===== config.mk =====
export PLATFORM = sky130hd
export DESIGN_NAME = sd_init_seq_flat
export DESIGN_NICKNAME = d
export VERILOG_FILES = /design/src/rtl/sd_init_seq_if.sv /design/src/rtl/sd_init_seq.sv /design/src/flat_wrapper.sv
export SDC_FILE = /design/constraint.sdc
export NUM_CORES = 1
export LEC_CHECK = 0
export BUFFER_PORTS_ARGS = -buffer_cell sky130_fd_sc_hd__buf_2
export CAP_MARGIN = 5
export CORE_MARGIN = 3
export CORE_UTILIZATION = 50
export DETAILED_ROUTE_END_ITERATION = 10
export PLACE_DENSITY = 0.85
export SYNTH_ARGS = -nofsm -noshare
export SYNTH_HDL_FRONTEND = slang
export SYNTH_SLANG_ARGS = --single-unit

===== constraint.sdc =====
create_clock -name clk -period 2.8 [get_ports clk]
set_clock_uncertainty 0.05 [all_clocks]
set_input_delay 0.56 -clock clk [delete_from_list [all_inputs] [get_ports clk]]
set_output_delay 0.56 -clock clk [all_outputs]
set_load 0.05 [all_outputs]

===== src/rtl/sd_init_seq_if.sv =====
// Bus between the card-initialisation sequencer (master) and the SD command
// engine (slave): command issue fields out, completion status and response in.
interface sd_init_seq_if;
  logic [15:0] cmd_clkdiv;
  logic        cmd_start;
  logic [15:0] cmd_precnt;
  logic [5:0]  cmd_idx;
  logic [31:0] cmd_arg;
  logic        cmd_busy;
  logic        cmd_done;
  logic        cmd_timeout;
  logic        cmd_syntaxe;
  logic [31:0] cmd_resparg;

  modport master (
    output cmd_clkdiv, cmd_start, cmd_precnt, cmd_idx, cmd_arg,
    input  cmd_busy, cmd_done, cmd_timeout, cmd_syntaxe, cmd_resparg
  );

  modport slave (
    input  cmd_clkdiv, cmd_start, cmd_precnt, cmd_idx, cmd_arg,
    output cmd_busy, cmd_done, cmd_timeout, cmd_syntaxe, cmd_resparg
  );
endinterface


===== src/rtl/sd_init_seq.sv =====
// SD card initialisation sequencer. Walks CMD0, CMD8, the CMD55/ACMD41 loop,
// CMD2, CMD3, CMD7 and CMD16 through the command engine at the slow
// identification clock, then switches the engine to the fast clock and
// publishes card type and RCA. A failed step aborts with an error code.
module sd_init_seq #(
  parameter logic [15:0] SLOW_DIV    = 16'd63,
  parameter logic [15:0] FAST_DIV    = 16'd1,
  parameter logic [15:0] PRE_INIT    = 16'd80,
  parameter logic [15:0] PRE_CMD     = 16'd8,
  parameter logic [15:0] ACMD41_MAX  = 16'd1000,
  parameter logic [2:0]  CMD_RETRIES = 3'd3
) (
  input  logic        clk,
  input  logic        rst,
  input  logic        init_req,
  output logic        init_busy,
  output logic        init_done,
  output logic        init_err,
  output logic [3:0]  err_code,
  output logic [1:0]  card_type,
  output logic [15:0] rca,
  sd_init_seq_if.master cmd
);

  // Phase of the current command (or terminal reporting state).
  typedef enum logic [2:0] {
    S_IDLE  = 3'd0,
    S_ISSUE = 3'd1,
    S_WAIT  = 3'd2,
    S_READY = 3'd3,
    S_ERR   = 3'd4
  } state_t;

  // Which command of the power-up sequence is being worked on.
  typedef enum logic [2:0] {
    STEP_CMD0   = 3'd0,
    STEP_CMD8   = 3'd1,
    STEP_CMD55  = 3'd2,
    STEP_ACMD41 = 3'd3,
    STEP_CMD2   = 3'd4,
    STEP_CMD3   = 3'd5,
    STEP_CMD7   = 3'd6,
    STEP_CMD16  = 3'd7
  } step_t;

  state_t      r_state, w_state;
  step_t       r_step, w_step;
  logic [2:0]  r_retry, w_retry;
  logic [15:0] r_loop, w_loop;
  logic        r_busy, w_busy;
  logic        r_done, w_done;
  logic        r_err, w_err;
  logic [3:0]  r_code, w_code;
  logic [1:0]  r_type, w_type;
  logic [15:0] r_rca, w_rca;
  logic [15:0] r_clkdiv, w_clkdiv;
  logic        r_start, w_start;
  logic [15:0] r_precnt, w_precnt;
  logic [5:0]  r_idx, w_idx;
  logic [31:0] r_arg, w_arg;

  logic        w_to;
  logic        w_syn;
  logic        w_fail;
  logic        w_advance;
  logic        w_retry_req;
  logic [15:0] w_loop_inc;
  logic        w_unused_resp;

  function automatic logic [5:0] step_idx(input step_t s);
    case (s)
      STEP_CMD0:   step_idx = 6'd0;
      STEP_CMD8:   step_idx = 6'd8;
      STEP_CMD55:  step_idx = 6'd55;
      STEP_ACMD41: step_idx = 6'd41;
      STEP_CMD2:   step_idx = 6'd2;
      STEP_CMD3:   step_idx = 6'd3;
      STEP_CMD7:   step_idx = 6'd7;
      STEP_CMD16:  step_idx = 6'd16;
      default:     step_idx = 6'd0;
    endcase
  endfunction

  // HCS bit in ACMD41 is only offered to cards that answered CMD8.
  function automatic logic [31:0] step_arg(input step_t s, input logic [1:0] ctype,
                                           input logic [15:0] crca);
    case (s)
      STEP_CMD8:   step_arg = 32'h0000_01AA;
      STEP_ACMD41: step_arg = (ctype == 2'd2) ? 32'h4010_0000 : 32'h0010_0000;
      STEP_CMD7:   step_arg = {crca, 16'h0000};
      STEP_CMD16:  step_arg = 32'd512;
      default:     step_arg = 32'h0000_0000;
    endcase
  endfunction

  function automatic logic [3:0] step_err(input step_t s);
    case (s)
      STEP_CMD8:   step_err = 4'd1;
      STEP_CMD55:  step_err = 4'd2;
      STEP_ACMD41: step_err = 4'd3;
      STEP_CMD2:   step_err = 4'd4;
      STEP_CMD3:   step_err = 4'd5;
      STEP_CMD7:   step_err = 4'd6;
      STEP_CMD16:  step_err = 4'd7;
      default:     step_err = 4'd0;
    endcase
  endfunction

  function automatic step_t step_next(input step_t s);
    case (s)
      STEP_CMD0:   step_next = STEP_CMD8;
      STEP_CMD8:   step_next = STEP_CMD55;
      STEP_CMD55:  step_next = STEP_ACMD41;
      STEP_ACMD41: step_next = STEP_CMD2;
      STEP_CMD2:   step_next = STEP_CMD3;
      STEP_CMD3:   step_next = STEP_CMD7;
      STEP_CMD7:   step_next = STEP_CMD16;
      default:     step_next = STEP_CMD16;
    endcase
  endfunction

  // Completion classification; timeout dominates a simultaneous syntax error.
  assign w_to          = cmd.cmd_timeout;
  assign w_syn         = cmd.cmd_syntaxe & ~cmd.cmd_timeout;
  assign w_fail        = w_to | w_syn;
  assign w_loop_inc    = (r_loop == 16'hFFFF) ? r_loop : r_loop + 16'd1;
  assign w_unused_resp = ^{cmd.cmd_resparg[29:16], cmd.cmd_resparg[15:12]};

  // Next-state and next-output computation for the whole sequence.
  always_comb begin
    w_state     = r_state;
    w_step      = r_step;
    w_retry     = r_retry;
    w_loop      = r_loop;
    w_busy      = r_busy;
    w_done      = r_done;
    w_err       = r_err;
    w_code      = r_code;
    w_type      = r_type;
    w_rca       = r_rca;
    w_clkdiv    = r_clkdiv;
    w_start     = 1'b0;
    w_precnt    = r_precnt;
    w_idx       = r_idx;
    w_arg       = r_arg;
    w_advance   = 1'b0;
    w_retry_req = 1'b0;

    case (r_state)
      S_IDLE: begin
        if (init_req) begin
          w_done   = 1'b0;
          w_err    = 1'b0;
          w_code   = 4'd0;
          w_type   = 2'd0;
          w_rca    = 16'd0;
          w_clkdiv = SLOW_DIV;
          w_busy   = 1'b1;
          w_step   = STEP_CMD0;
          w_retry  = 3'd0;
          w_loop   = 16'd0;
          w_state  = S_ISSUE;
        end else begin
          w_state = S_IDLE;
        end
      end

      S_ISSUE: begin
        // The engine stays busy a cycle after done; hold the next start until it clears.
        if (!cmd.cmd_busy) begin
          w_start  = 1'b1;
          w_idx    = step_idx(r_step);
          w_arg    = step_arg(r_step, r_type, r_rca);
          w_precnt = (r_step == STEP_CMD0) ? PRE_INIT : PRE_CMD;
          w_state  = S_WAIT;
        end else begin
          w_state = S_ISSUE;
        end
      end

      S_WAIT: begin
        if (cmd.cmd_done) begin
          case (r_step)
            STEP_CMD0: begin
              // No response is expected from CMD0; any completion moves on.
              w_advance = 1'b1;
            end
            STEP_CMD8: begin
              if (w_to) begin
                w_type    = 2'd1;
                w_advance = 1'b1;
              end else if (w_syn) begin
                w_retry_req = 1'b1;
              end else if (cmd.cmd_resparg[11:0] == 12'h1AA) begin
                w_type    = 2'd2;
                w_advance = 1'b1;
              end else begin
                w_state = S_ERR;
              end
            end
            STEP_ACMD41: begin
              // R3 carries no valid command index, so syntax errors are ignored here.
              if (w_to) begin
                w_state = S_ERR;
              end else if (cmd.cmd_resparg[31]) begin
                if (cmd.cmd_resparg[30]) begin
                  w_type = 2'd3;
                end else begin
                  w_type = r_type;
                end
                w_advance = 1'b1;
              end else begin
                w_retry = 3'd0;
                w_loop  = w_loop_inc;
                if (w_loop_inc >= ACMD41_MAX) begin
                  w_state = S_ERR;
                end else begin
                  w_step  = STEP_CMD55;
                  w_state = S_ISSUE;
                end
              end
            end
            STEP_CMD3: begin
              if (w_fail) begin
                w_retry_req = 1'b1;
              end else begin
                w_rca     = cmd.cmd_resparg[31:16];
                w_advance = 1'b1;
              end
            end
            STEP_CMD55, STEP_CMD2, STEP_CMD7, STEP_CMD16: begin
              if (w_fail) begin
                w_retry_req = 1'b1;
              end else begin
                w_advance = 1'b1;
              end
            end
            default: begin
              w_state = S_ERR;
            end
          endcase
        end else begin
          w_state = S_WAIT;
        end
      end

      S_READY: begin
        w_clkdiv = FAST_DIV;
        w_done   = 1'b1;
        w_busy   = 1'b0;
        w_state  = S_IDLE;
      end

      S_ERR: begin
        w_err   = 1'b1;
        w_code  = step_err(r_step);
        w_busy  = 1'b0;
        w_state = S_IDLE;
      end

      default: begin
        w_state = S_IDLE;
      end
    endcase

    if (w_advance) begin
      w_retry = 3'd0;
      if (r_step == STEP_CMD16) begin
        w_state = S_READY;
      end else begin
        w_step  = step_next(r_step);
        w_state = S_ISSUE;
      end
    end else if (w_retry_req) begin
      if (r_retry < CMD_RETRIES) begin
        w_retry = r_retry + 3'd1;
        w_state = S_ISSUE;
      end else begin
        w_state = S_ERR;
      end
    end else begin
      w_retry = w_retry;
    end
  end

  // State, counters and registered outputs.
  always_ff @(posedge clk) begin
    if (rst) begin
      r_state  <= S_IDLE;
      r_step   <= STEP_CMD0;
      r_retry  <= 3'd0;
      r_loop   <= 16'd0;
      r_busy   <= 1'b0;
      r_done   <= 1'b0;
      r_err    <= 1'b0;
      r_code   <= 4'd0;
      r_type   <= 2'd0;
      r_rca    <= 16'd0;
      r_clkdiv <= SLOW_DIV;
      r_start  <= 1'b0;
      r_precnt <= 16'd0;
      r_idx    <= 6'd0;
      r_arg    <= 32'd0;
    end else begin
      r_state  <= w_state;
      r_step   <= w_step;
      r_retry  <= w_retry;
      r_loop   <= w_loop;
      r_busy   <= w_busy;
      r_done   <= w_done;
      r_err    <= w_err;
      r_code   <= w_code;
      r_type   <= w_type;
      r_rca    <= w_rca;
      r_clkdiv <= w_clkdiv;
      r_start  <= w_start;
      r_precnt <= w_precnt;
      r_idx    <= w_idx;
      r_arg    <= w_arg;
    end
  end

  assign init_busy      = r_busy;
  assign init_done      = r_done;
  assign init_err       = r_err;
  assign err_code       = r_code;
  assign card_type      = r_type;
  assign rca            = r_rca;
  assign cmd.cmd_clkdiv = r_clkdiv;
  // A reset in flight must cancel a pending start within the same cycle.
  assign cmd.cmd_start  = r_start & ~rst;
  assign cmd.cmd_precnt = r_precnt;
  assign cmd.cmd_idx    = r_idx;
  assign cmd.cmd_arg    = r_arg;

endmodule


===== src/flat_wrapper.sv =====
// flat-port wrapper written by rule: the top's interface ports become plain ports
module sd_init_seq_flat 
#(
  parameter logic [15:0] SLOW_DIV    = 16'd63,
  parameter logic [15:0] FAST_DIV    = 16'd1,
  parameter logic [15:0] PRE_INIT    = 16'd80,
  parameter logic [15:0] PRE_CMD     = 16'd8,
  parameter logic [15:0] ACMD41_MAX  = 16'd1000,
  parameter logic [2:0]  CMD_RETRIES = 3'd3
)
  (clk, rst, init_req, init_busy, init_done, init_err, err_code, card_type, rca, cmd_cmd_clkdiv, cmd_cmd_start, cmd_cmd_precnt, cmd_cmd_idx, cmd_cmd_arg, cmd_cmd_busy, cmd_cmd_done, cmd_cmd_timeout, cmd_cmd_syntaxe, cmd_cmd_resparg);
  sd_init_seq_if cmd_i ();
  input  logic clk;
  input  logic rst;
  input  logic init_req;
  output logic init_busy;
  output logic init_done;
  output logic init_err;
  output logic [3:0] err_code;
  output logic [1:0] card_type;
  output logic [15:0] rca;
  output wire logic [$bits(cmd_i.cmd_clkdiv)-1:0] cmd_cmd_clkdiv;
  output wire logic [$bits(cmd_i.cmd_start)-1:0] cmd_cmd_start;
  output wire logic [$bits(cmd_i.cmd_precnt)-1:0] cmd_cmd_precnt;
  output wire logic [$bits(cmd_i.cmd_idx)-1:0] cmd_cmd_idx;
  output wire logic [$bits(cmd_i.cmd_arg)-1:0] cmd_cmd_arg;
  input wire logic [$bits(cmd_i.cmd_busy)-1:0] cmd_cmd_busy;
  input wire logic [$bits(cmd_i.cmd_done)-1:0] cmd_cmd_done;
  input wire logic [$bits(cmd_i.cmd_timeout)-1:0] cmd_cmd_timeout;
  input wire logic [$bits(cmd_i.cmd_syntaxe)-1:0] cmd_cmd_syntaxe;
  input wire logic [$bits(cmd_i.cmd_resparg)-1:0] cmd_cmd_resparg;
  assign cmd_cmd_clkdiv = cmd_i.cmd_clkdiv;
  assign cmd_cmd_start = cmd_i.cmd_start;
  assign cmd_cmd_precnt = cmd_i.cmd_precnt;
  assign cmd_cmd_idx = cmd_i.cmd_idx;
  assign cmd_cmd_arg = cmd_i.cmd_arg;
  assign cmd_i.cmd_busy = cmd_cmd_busy;
  assign cmd_i.cmd_done = cmd_cmd_done;
  assign cmd_i.cmd_timeout = cmd_cmd_timeout;
  assign cmd_i.cmd_syntaxe = cmd_cmd_syntaxe;
  assign cmd_i.cmd_resparg = cmd_cmd_resparg;
  sd_init_seq #(.SLOW_DIV(SLOW_DIV), .FAST_DIV(FAST_DIV), .PRE_INIT(PRE_INIT), .PRE_CMD(PRE_CMD), .ACMD41_MAX(ACMD41_MAX), .CMD_RETRIES(CMD_RETRIES)) u_core (.clk(clk), .rst(rst), .init_req(init_req), .init_busy(init_busy), .init_done(init_done), .init_err(init_err), .err_code(err_code), .card_type(card_type), .rca(rca), .cmd(cmd_i));
endmodule

**Word-level counts from Yosys, hierarchy flattened**

Memories as Yosys holds them, arrays and structs flattened. A register that Yosys moved wholly into a read port is not among the register bits.
Cells that the tools add are included.

- Add/subtract/negate cells: 2
- Magnitude comparators: 2
- Eq/ne operators: 32
- Multiplexer cells: 83
- Bitwise gates (word level): 7
- Reduce and logical (&&, ||, !) cells: 18

Operator list:

| kind | count |
|---|---|
| $mux 16 | 10 |
| $pmux 32 s4 | 1 |
| $pmux 16 s2 | 3 |
| $mux 3 | 25 |
| $mux 31 | 1 |
| $pmux 3 s7 | 1 |
| $mux 2 | 10 |
| $pmux 3 s2 | 3 |
| $pmux 3 s6 | 1 |
| $mux 1 | 17 |
| $add 16x1->16 const B | 1 |
| $eq 16x16->1 const B | 1 |
| $ge 16x10->1 const B | 1 |
| $eq 3x3->1 const B | 5 |
| $eq 12x9->1 const B | 1 |
| $eq 3x2->1 const B | 4 |
| $ne 6x4->1 const B | 2 |
| $ne 2x2->1 const B | 5 |
| $reduce_and 5->1 | 2 |
| $ne 3x3->1 const B | 3 |
| $pmux 3 s3 | 1 |
| $reduce_and 9->1 | 1 |
| $pmux 1 s2 | 4 |
| $pmux 2 s2 | 2 |
| other kinds (24) | 39 |

- Bits in registers: 115
- Memory bits (read-only): 48
- Input port bits: 39
- Output and inout port bits: 96
- Logic and storage cells: 159
- Memories kept: 1

Memory list:

| name | depth | width | rd ports | clocked after Yosys merged registers in | write ports | line | text |
|---|---|---|---|---|---|---|---|
| (no name shown) | 8 | 6 | 1 | 1 | 0 | sd_init_seq.sv:71 | `case (s)` |

**Longest topological paths before layout**

- Depth after elaboration: 11
- Depth in mapped cells: 9
- Mapped depth without buffers: 8

**Least setup slack after synthesis**

No wires, ideal clock.

- Path type: register -> register
- Start: register u_core.r_step[1]
- End: register u_core.r_step[0]
- Setup time: 117 ps
- Data arrival time: 1,993 ps
- Required time: 2,633 ps
- Path slack: 640 ps
- Stages on the path, launching flop included: 10
- Buffers on the path: 1
- Clock period less this slack: 2,160 ps
- Path through: dfxtp_1 inv_1 ha_1 clkbuf_1 o31a_1 o21ai_1 o211a_1 a21oi_2 a311o_1 o22a_1

- Word-level cells in the longest chain between the ends: 6
- Elaborated cells on any way between the ends: 18
- Those cells by class: 7 x eq/ne; 9 x mux; 2 x reduce/logical

RTL lines:

| item | line | text |
|---|---|---|
| start: declaration | sd_init_seq.sv:47 | `step_t r_step, w_step;` |
| start signal: assignment | sd_init_seq.sv:306 | `r_step <= w_step;` |
| $eq 3x3->1, or another cell as far along | sd_init_seq.sv:183 | `case (r_step)` |
| $reduce_or 5->1 (no line) or $mux 3 (tied branches) | - |  |
| $pmux 1 s4 or $mux 3 (tied branches) | sd_init_seq.sv:183, sd_init_seq.sv:182 |  |
| $mux 1 or $pmux 3 s2 (tied branches) | sd_init_seq.sv:182, sd_init_seq.sv:149 |  |
| $mux 1 or $mux 3 (tied branches) | sd_init_seq.sv:149, sd_init_seq.sv:268 |  |
| $mux 3 * | sd_init_seq.sv:266 | `if (w_advance) begin` |

Mark *: on every way between the ends. The rest lies on a longest branch, timed or not.
A chain may end at the register's enable or synchronous reset.

**Worst setup path in the final report**

- Start: register u_core.r_step[1]
- End: register u_core.r_loop[1]

- Word-level cells in the longest chain between the ends: 3

RTL lines:

| item | line | text |
|---|---|---|
| $eq 3x2->1 | sd_init_seq.sv:183 |  |
| $ne 2x1->1 (no line) | - |  |
| $reduce_and 6->1 (no line) | - |  |
| end signal: assignment | sd_init_seq.sv:308 | `r_loop <= w_loop;` |
| end: declaration | sd_init_seq.sv:49 | `logic [15:0] r_loop, w_loop;` |

Every way passes these cells.

==> metrics.md <==
| Metric | Value |
|---|---|
| Worst-path clk slew | `90 ps` |
| Crit. path cell count | `7` |
| Internal power | `1.524 mW` |
| Synth top area share | `35.72%` |
| Post-DP HPWL | `8010 um` |
| Most numerous cell in the Yosys netlist | `dfxtp_1` |
| Die Wd | `98.90 um` |
| Setup TNS Final | `0 ps` |
| Worst Path Buf+Inv | `0` |
| Final setup violating endpoints | `0` |
| Slew Limit Fails | `0` |
| CP delay by family, top | `simple AND/OR/NAND/NOR gates` |
| Total global-route track usage | `22.55%` |
| Worst-Margin Slew | `569.1 ps` |
| Kind of critical path | `reg2reg` |
| Core box area | `8299 sq um` |
| Area contributors post-synth | `dfxtp_1 (36%), buf_4 (8.2%), a21oi_1 (6.5%), nand2_1 (4.4%), nor2_1 (4.4%)` |
| Multi-input gate area | `2382 sq um` |
| Logic pwr share | `15.2%` |
| Vias in the first global route | `4,036` |
| Gp weighted congestion | `0.8891` |
| Initial Utilization | `52.00%` |
| Rows | `33` |
| Setup bufs post-CTS | `0` |
| Core Util, Final | `58.19%` |
| Mapped Area | `4315 sq um` |
| Post-synth top cells | `dfxtp_1 (77), a21oi_1 (56), nand2_1 (51), nor2_1 (51), buf_4 (47)` |
| Fin Hold WS | `400.5 ps` |
| WL per Instance | `15.66 um` |
| H-tree levels | `3` |
| FF+latch count, synth | `77` |
| Largest net degree at the start of global routing | `51` |
| CP required | `3040 ps` |
| Worst ir drop on vdd | `0.3553 mV` |
| Port bufs | `95` |
| DRC violations left | `0` |
| Register area share after synthesis | `35.72%` |
| Slew margin rel. | `62.01%` |
| Final Net Count | `651` |
| Clock power share | `35.4%` |
| RSZ-0062 raised after global routing | `false` |
| Post-synth top area cell | `dfxtp_1` |
| Startpoint Class | `register` |
| Pwr per Cell Area | `470.6 nW/um^2` |
| Cts hold-fix bufs | `0` |
| CTS tree | `done` |
| CTS Buf Count | `9` |
| Die area | `9781 sq um` |
| Clock Latency Late Sink | `350 ps` |
| Detailed-route via count | `4,183` |
| P_sw | `0.7486 mW` |
| Synthesized area per cell | `8.066 sq um` |
| Number of flops mapped to enable cells by yosys | `0` |
| F_max | `398.1 MHz` |
| Most common cell on crit path | `a21oi_1` |
| Fin crit share | `89.71%` |
| Status | `finished, final reports clean` |
| HP Class | `in2reg` |
| CTS root buffer | `clkbuf_8` |
| Fin crit period | `2512 ps` |
| Async S/R FF share, synth | `0%` |
| DR pass1 iterations | `6` |
| ANT cells | `0` |
| Initial antenna violation count | `0` |
| Synth-to-layout area growth | `11.92%` |
| Synth warnings | `0` |
| Sequential share of power | `49.3%` |
| First-pass GRT wire length | `18,510 um` |
| Max-Cap Viols | `0` |
| CTS max path bufs | `2` |
| Fillers | `757` |
| Grt ovf | `0` |
| Synth cell types | `75` |
| Layout cell share with drive strength beyond 1 | `24.39%` |
| CP max stage delay | `490 ps` |
| FF-to-FF path depth | `7` |
| Final ANT Viol Nets | `0` |
| Leakage | `1.999 nW` |
| Setup crit end | `u_core.r_loop[1]` |
| Critical path, cell by cell | `ha_1 -> nor3b_2 -> nand3_1 -> nor2_4 -> a21oi_1 -> nand2b_1 -> a21oi_1` |
| Slowest CP cell | `dfxtp_1` |
| Ports | `135` |
| Crit path from | `u_core.r_step[1]` |
| Crit path DAT | `2750 ps` |
| Via/cell ratio | `5.842` |
| CTS resizes | `0` |
| Die Y-Extent | `98.90 um` |
| RR Startpoint | `u_core.r_step[1]` |
| Reg area | `1541 sq um` |
| Post-synth top flop | `dfxtp_1` |
| Final instance area | `4830 sq um` |
| End of the worst register-to-register path | `u_core.r_loop[1]` |
| Setup crit end kind | `register` |
| Sw frac | `32.93%` |
| CTS Sinks | `77` |
| Total Wirelength | `11,220 um` |
| Fin. Hold Viols | `0` |
| Mapped Cells | `535` |
| First DRT Iteration DRCs | `248` |
| Placed inst area | `4643 sq um` |
| CP max FO | `19` |
| Reg-to-reg slack, setup | `290 ps` |
==> layer usage <==
metal  track usage (%)  part of all wire, %  up-vias
met5                 0                    0        -
met4             9.139                  2.0        0
met3             6.299                  7.9       23
met2             40.39                   51      196
met1             25.00                   39     1974
li1                  -                    -     1990
==> tightest hold or removal path, delay by kind of cell <==
kind,cells,cell delay (ps)
buf+inv,1,90
simple gates,1,50
compound gates,1,60
==> cells by family (layout without fill, tap and decap cells) <==
| family | Yosys count | count (layout) | synth area share, % |
|---|---|---|---|
| flops | 77 | 77 | 35.72 |
| mux | 5 | 5 | 1.218 |
| compound gates | 150 | 150 | 22.50 |
| simple gates | 205 | 205 | 25.95 |
| fa+ha+maj | 6 | 6 | 1.740 |
| other cells | 2 | 35 | 0.1740 |
| xor+xnor | 3 | 3 | 0.6090 |
| buf+inv | 87 | 130 | 12.09 |
==> power by group through the flow <==
stage	sequential, mW	combinational (mW)	clock (mW)
floorplan	1.17	0.276	0
global placement	1.15	0.334	0
detailed placement	1.15	0.341	0
CTS	1.12	0.343	0.825
global route	1.12	0.370	0.860
finish	1.12	0.346	0.806
==> state kept, by name, indices dropped and copies added (netlist names), 2 cells and up <==
signal	count
u_core.cmd.cmd_arg	18
u_core.r_loop	16
u_core.rca	16
u_core.cmd.cmd_idx	6
u_core.err_code	3
u_core.r_retry	3
u_core.r_state	3
u_core.r_step	3
u_core.card_type	2
u_core.cmd.cmd_precnt	2
==> layout make-up <==
type	count	area share [%]
multi-input cells	404	49.33
flip-flops and latches	77	31.92
repair buffers	106	11.55
well taps	105	2.720
clock buffers	9	2.565
clock inverters	7	1.295
inverters	8	0.6218
==> per-stage QoR <==
step | total power [mW] | instances | worst slack [ps]
floorplan | 1.449 | 568 | 639.7
global placement | 1.480 | 700 | 471.2
detailed placement | 1.487 | 700 | 370.5
CTS | 2.288 | 716 | 317.3
global route | 2.353 | 716 | 96.61
finish | 2.273 | 716 | 288.1
==> how the worst min path moves through the flow <==
stage                           from                     to  slack (ps)  depth (start not counted)
4_1_cts          cmd_cmd_resparg[28]         u_core.rca[12]         380                          3
6_report         cmd_cmd_resparg[28]         u_core.rca[12]         400                          3
5_1_grt          cmd_cmd_resparg[16]          u_core.rca[0]         410                          3
3_3_place_gp         u_core.init_err        u_core.init_err         390                          2
3_5_place_dp   u_core.cmd.cmd_arg[9]  u_core.cmd.cmd_arg[9]         400                          2
2_1_floorplan       u_core.r_loop[1]       u_core.r_loop[1]         440                          2
==> placed cells by master, fill, tap and decap left out, types with 11 or more instances in the layout <==
cell type	n
a211oi_1	13
a21oi_1	56
a22oi_1	17
buf_2	95
buf_4	11
conb_1	35
dfxtp_1	77
nand2_1	51
nand3_1	25
nor2_1	51
nor3_1	12
o21ai_0	17
Note: power is estimated with default switching activity, not from simulation.
